File: src/rtl/multicycle_control_fsm.sv
`default_nettype none
// ============================================================================
//  Module   : multicycle_control_fsm
//  Brief    : Main control unit for a multi-cycle RV32-style datapath.
//             Sequences FETCH/DECODE/EXEC/MEM/WB, traps on illegal opcodes.
//  Revision : 1.0 - initial release
// ============================================================================
module multicycle_control_fsm (
    input  logic       clk,
    input  logic       rst,
    input  logic [6:0] opcode,
    input  logic       zero,
    input  logic       mem_ready,
    output logic       PCWrite,
    output logic       IRWrite,
    output logic       RegWrite,
    output logic       MemRead,
    output logic       MemWrite,
    output logic       MemToReg,
    output logic       ALUSrc,
    output logic       Branch,
    output logic [1:0] ALUOp,
    output logic       InstrDone,
    output logic       Illegal,
    output logic [2:0] state
);

    typedef enum logic [2:0] {
        S_FETCH  = 3'b000,
        S_DECODE = 3'b001,
        S_EXEC   = 3'b010,
        S_MEM    = 3'b011,
        S_WB     = 3'b100,
        S_TRAP   = 3'b111
    } state_t;

    typedef enum logic [2:0] {
        CLS_NONE   = 3'd0,
        CLS_R      = 3'd1,
        CLS_I      = 3'd2,
        CLS_LOAD   = 3'd3,
        CLS_STORE  = 3'd4,
        CLS_BRANCH = 3'd5,
        CLS_JAL    = 3'd6,
        CLS_LUI    = 3'd7
    } class_t;

    localparam logic [6:0] c_OP_R      = 7'b0110011;
    localparam logic [6:0] c_OP_I      = 7'b0010011;
    localparam logic [6:0] c_OP_LOAD   = 7'b0000011;
    localparam logic [6:0] c_OP_STORE  = 7'b0100011;
    localparam logic [6:0] c_OP_BRANCH = 7'b1100011;
    localparam logic [6:0] c_OP_JAL    = 7'b1101111;
    localparam logic [6:0] c_OP_LUI    = 7'b0110111;

    localparam logic [1:0] c_ALU_ADD = 2'b00;
    localparam logic [1:0] c_ALU_FN  = 2'b10;
    localparam logic [1:0] c_ALU_CMP = 2'b11;

    state_t     r_state;
    state_t     w_next;
    class_t     r_class;
    class_t     w_dec_class;
    logic       r_illegal;

    logic       w_pcwrite, w_irwrite, w_regwrite, w_memread, w_memwrite;
    logic       w_memtoreg, w_alusrc, w_branch, w_done;
    logic [1:0] w_aluop;

    // Opcode to instruction class; CLS_NONE marks an illegal opcode.
    always_comb begin
        w_dec_class = CLS_NONE;
        case (opcode)
            c_OP_R:      w_dec_class = CLS_R;
            c_OP_I:      w_dec_class = CLS_I;
            c_OP_LOAD:   w_dec_class = CLS_LOAD;
            c_OP_STORE:  w_dec_class = CLS_STORE;
            c_OP_BRANCH: w_dec_class = CLS_BRANCH;
            c_OP_JAL:    w_dec_class = CLS_JAL;
            c_OP_LUI:    w_dec_class = CLS_LUI;
            default:     w_dec_class = CLS_NONE;
        endcase
    end

    // State, latched class and sticky illegal flag; class is captured on
    // leaving DECODE so later opcode changes cannot steer EXEC/MEM/WB.
    always_ff @(posedge clk) begin
        if (rst) begin
            r_state   <= S_FETCH;
            r_class   <= CLS_NONE;
            r_illegal <= 1'b0;
        end else begin
            r_state <= w_next;
            if (r_state == S_DECODE) begin
                r_class <= w_dec_class;
                if (w_dec_class == CLS_NONE) begin
                    r_illegal <= 1'b1;
                end
            end
        end
    end

    // Next-state and control decode from state, latched class and handshakes.
    always_comb begin
        w_next     = S_FETCH;
        w_pcwrite  = 1'b0;
        w_irwrite  = 1'b0;
        w_regwrite = 1'b0;
        w_memread  = 1'b0;
        w_memwrite = 1'b0;
        w_memtoreg = 1'b0;
        w_alusrc   = 1'b0;
        w_branch   = 1'b0;
        w_aluop    = c_ALU_ADD;
        w_done     = 1'b0;
        case (r_state)
            S_FETCH: begin
                w_memread = 1'b1;
                if (mem_ready) begin
                    w_irwrite = 1'b1;
                    w_pcwrite = 1'b1;
                    w_next    = S_DECODE;
                end else begin
                    w_next    = S_FETCH;
                end
            end
            S_DECODE: begin
                w_next = (w_dec_class == CLS_NONE) ? S_TRAP : S_EXEC;
            end
            S_EXEC: begin
                case (r_class)
                    CLS_R, CLS_LUI: begin
                        w_aluop = c_ALU_FN;
                        w_next  = S_WB;
                    end
                    CLS_I: begin
                        w_aluop  = c_ALU_FN;
                        w_alusrc = 1'b1;
                        w_next   = S_WB;
                    end
                    CLS_LOAD, CLS_STORE: begin
                        w_aluop  = c_ALU_ADD;
                        w_alusrc = 1'b1;
                        w_next   = S_MEM;
                    end
                    CLS_BRANCH: begin
                        w_aluop   = c_ALU_CMP;
                        w_branch  = 1'b1;
                        w_pcwrite = zero;
                        w_done    = 1'b1;
                        w_next    = S_FETCH;
                    end
                    CLS_JAL: begin
                        w_aluop   = c_ALU_FN;
                        w_pcwrite = 1'b1;
                        w_next    = S_WB;
                    end
                    default: w_next = S_FETCH;
                endcase
            end
            S_MEM: begin
                w_alusrc   = 1'b1;
                w_aluop    = c_ALU_ADD;
                w_memread  = (r_class == CLS_LOAD);
                w_memwrite = (r_class == CLS_STORE);
                if ((r_class != CLS_LOAD) && (r_class != CLS_STORE)) begin
                    w_next = S_FETCH;
                end else if (!mem_ready) begin
                    w_next = S_MEM;
                end else if (r_class == CLS_LOAD) begin
                    w_next = S_WB;
                end else begin
                    w_done = 1'b1;
                    w_next = S_FETCH;
                end
            end
            S_WB: begin
                w_regwrite = 1'b1;
                w_memtoreg = (r_class == CLS_LOAD);
                w_done     = 1'b1;
                w_next     = S_FETCH;
            end
            S_TRAP: begin
                w_next = S_TRAP;
            end
            default: w_next = S_FETCH;
        endcase
    end

    // Controls are forced low while reset is held, whatever the state.
    assign PCWrite   = w_pcwrite  & ~rst;
    assign IRWrite   = w_irwrite  & ~rst;
    assign RegWrite  = w_regwrite & ~rst;
    assign MemRead   = w_memread  & ~rst;
    assign MemWrite  = w_memwrite & ~rst;
    assign MemToReg  = w_memtoreg & ~rst;
    assign ALUSrc    = w_alusrc   & ~rst;
    assign Branch    = w_branch   & ~rst;
    assign ALUOp     = w_aluop & {2{~rst}};
    assign InstrDone = w_done     & ~rst;
    assign Illegal   = r_illegal  & ~rst;
    assign state     = r_state;

endmodule
`default_nettype wire

File: config.mk
export PLATFORM = sky130hd
export DESIGN_NAME = multicycle_control_fsm
export DESIGN_NICKNAME = d
export VERILOG_FILES = /design/src/rtl/multicycle_control_fsm.sv
export SDC_FILE = /design/constraint.sdc
export NUM_CORES = 1
export LEC_CHECK = 0
export BUFFER_PORTS_ARGS = -buffer_cell sky130_fd_sc_hd__buf_2
export CAP_MARGIN = 5
export CELL_PAD_IN_SITES_DETAIL_PLACEMENT = 0
export CELL_PAD_IN_SITES_GLOBAL_PLACEMENT = 1
export CORE_MARGIN = 5
export CORE_UTILIZATION = 30
export CTS_BUF_LIST = sky130_fd_sc_hd__clkbuf_4
export CTS_CLUSTER_SIZE = 20
export DETAILED_ROUTE_END_ITERATION = 16
export PLACE_DENSITY = 0.75
export SETUP_SLACK_MARGIN = 0.1
export SYNTH_ARGS = -nofsm -noshare
export SYNTH_HDL_FRONTEND = slang
export SYNTH_SLANG_ARGS = --single-unit
File: constraint.sdc
create_clock -name clk -period 1.1 [get_ports clk]
set_input_delay 0.055 -clock clk [delete_from_list [all_inputs] [get_ports clk]]
set_output_delay 0.055 -clock clk [all_outputs]
set_load 0.01 [all_outputs]
==> results_dict.tcl <==
set metrics [dict create \
    crit_chain "nor3b_4 -> nand4bb_1 -> a21oi_2 -> or2_1 -> buf_2" \
    dp_hpwl_um 1350 \
    cts_root_buffer "clkbuf_4" \
    finalMaxSlewViolations 0 \
    io_pins 26 \
    antenna_found_initial 0 \
    gp_congestion 0.738 \
    rows 16 \
    die_h_um 55.8 \
    syn_area_per_cell_um2 7.40 \
    swShare 0.389 \
    via_per_inst 4.91 \
    routed_wl_um 1930 \
    cp.buffers_inverters 1 \
    intPower_uw 1440 \
    synth_fa_ha_area_frac 0 \
    clk_pin_slew_ns 0.05 \
    yosysTopAreaCell "dfxtp_1" \
    synth-edff-count 0 \
    comb_power_share 0.674 \
    die_area_mm2 0.00311 \
    pwr_density_cell_mw_per_mm2 2000 \
    grt_pass1_wl_um 3310 \
    grt_max_degree 8 \
    fin_crit_sh 1.27 \
    ir_worst_vdd_v 0.000975 \
    clock_latency_ns 0.24 \
    grt_pass1_vias 767 \
    cts_buffer_depth 2 \
    cts_tree "yes" \
    drt-initial-drc-count 8 \
    stdcell_count 159 \
    syn-cell-area_um2 629 \
    wl_per_cell_um 12.1 \
    synth_top_family_by_area "simple AND/OR/NAND/NOR gates" \
    leakage_uw 0.000537 \
    required_ns 1.04 \
    violations "setup timing" \
    cp_top_family "simple AND/OR/NAND/NOR gates" \
    fin_util 0.595 \
    track_usage 0.126 \
    hp-class "input pin to flop" \
    final_cell_mix "buf_2, buf_4, buf_6" \
    ant_nets 0 \
    seqPwrFrac 0.220 \
    finalPower_uw 2360 \
    report.final.hold_viol_count 0 \
    ys_top_cells_by_area "dfxtp_1, nor2_1, nand2_1, a211oi_2, a21oi_1" \
    async_flop_share 0 \
    fp.dieW_um 55.8 \
    dp_cells 140 \
    netlist.area_leader.share 0.223 \
    nets 144 \
    syn_inst 85 \
    synthMuxAreaShare 0.0159 \
    fill_cells 166 \
    relSlewSlack 0.776 \
    core_area_mm2 0.00198 \
    pwr-share-clk 0.107 \
    drive_gt1_frac 0.652 \
    tightest_slew_ns 0.333 \
    clock.fmax_mhz 717 \
    numPortBuffers 25 \
    critical_path_class "flop to output pin" \
    run_status "finished with violations" \
    htree_levels 1 \
    cts_hold_buf 0 \
    synthesis.nets 96 \
    cts_num_sinks 7 \
    synth_compound_area_frac 0.250 \
    cp-end-kind "output pin" \
    ys_seq_area_frac 0.223 \
    start_util 0.318 \
    cp-start-kind "flop" \
    diodes 0 \
    max_cap_violations 0 \
    syn_to_final_growth_pct 87.3 \
    synth-xor-area-share 0.0139 \
    layout_commonest_cell "buf_2" \
    yosys.area_share.simple 0.433 \
    overflow 0 \
    yosysWarningCount 0 \
    register_area_um2 163 \
    setup_slack_ns -0.296 \
    cts_made_buffers 3 \
    cpMaxStageDelayCell "dfxtp_4" \
    worstPathArrival_ns 1.34 \
    critPathMaxFanout 6 \
    multi_input_area_um2 579 \
    drtPass1Iterations 4 \
    vias 781 \
    finalSetupViolCount 16 \
    clock_skew_ns 0.00227 \
    synth-main-ff-cell "dfxtp_1" \
    drc 0 \
    p_sw_uw 918 \
    cp_slowest_stage_delay_ns 0.36 \
    pre_cts_ws_ns -0.157 \
    synth_cell_types 44 \
    rsz0062_at_grt "yes" \
    setup_tns_ns -2.89 \
    layout_min_cycle_time_ns 1.40 \
    synth_seq_cells 7 \
]
==> final cells by class <==
type,instances,area share
Clock buffer,4,0.0255
Inverter,2,0.00637
Multi-Input combinational cell,71,0.492
Sequential cell,7,0.138
Tap cell,27,0.0287
Timing Repair Buffer,48,0.310
==> routing by layer <==
metal / track usage / part of all wire / vias up / wire length, um
met3: 0.0278 / 0.057 / 2 / 110
met1: 0.155 / 0.42 / 353 / 815
met5: 0 / 0 / - / 0
met2: 0.216 / 0.51 / 21 / 986
li1: - / - / 405 / -
met4: 0.0417 / 0.0062 / 0 / 12
==> final timing paths <==
path,depth (start not counted),startpoint,end,slack (ns)
setup reg to reg,4,r_class[0]$_SDFFE_PP0P_,state[1]$_SDFF_PP0_,-0.18
hold reg to reg,2,r_illegal$_SDFFE_PP0P_,r_illegal$_SDFFE_PP0P_,0.58
hold / removal,3,opcode[5],r_class[2]$_SDFFE_PP0P_,0.14
setup / recovery,5,r_class[0]$_SDFFE_PP0P_,InstrDone,-0.30
==> what timing repair did <==
action                                  4_1_cts  5_1_grt
endpoints found under the setup margin       19       18
setup buffers                                 8        8
gates resized for setup                      19       20
hold endpoints to repair                      0        0
pin swaps                                    13       13
==> power by group through the flow <==
stage / sequential, uW / clock (uW) / combinational [uW]
4_1_cts: 531 / 261 / 1260
3_3_place_gp: 527 / 0 / 983
6_report: 519 / 252 / 1590
5_1_grt: 538 / 277 / 1710
2_1_floorplan: 467 / 0 / 725
3_5_place_dp: 526 / 0 / 983
==> cells in the mapped netlist, drive strengths merged, types with 2 or more instances <==
master / count
nor2: 10
nand2: 9
dfxtp: 7
a21oi: 5
nor3: 5
buf: 4
nor2b: 4
o21ai: 4
and2b: 3
nor3b: 3
a211oi: 2
inv: 2
nand3b: 2
nor4: 2
==> stage by stage <==
| step | hold slack (ns) | cell area, um2 |
|---|---|---|
| floorplan | 0.243 | 694 |
| global placement | 0.412 | 881 |
| detailed placement | 0.404 | 881 |
| CTS | 0.143 | 1030 |
| global route | 0.133 | 1180 |
| finish | 0.137 | 1180 |
==> kinds of logic (layout without fill, tap and decap cells) <==
logic type	Yosys count	count (layout)
flip-flops	7	7
AND/OR/NAND/NOR	47	47
multiplexers	1	1
XOR/XNOR	1	1
buffers and inverters	7	54
AO/OA/AOI/OAI	22	22
==> worst register-to-register path: cells and delay by family (launching register included) <==
family / cells / cell delay, ns
AND/OR/NAND/NOR: 1 / 0.25
AO/OA/AOI/OAI: 2 / 0.44
flip-flops: 1 / 0.36
buffers and inverters: 1 / 0.12
==> flip-flops by register name, summed over array words and instances (netlist names) <==
register,count
r_illegal,1
r_class,3
state,3
Note: power is estimated with default switching activity, not from simulation.
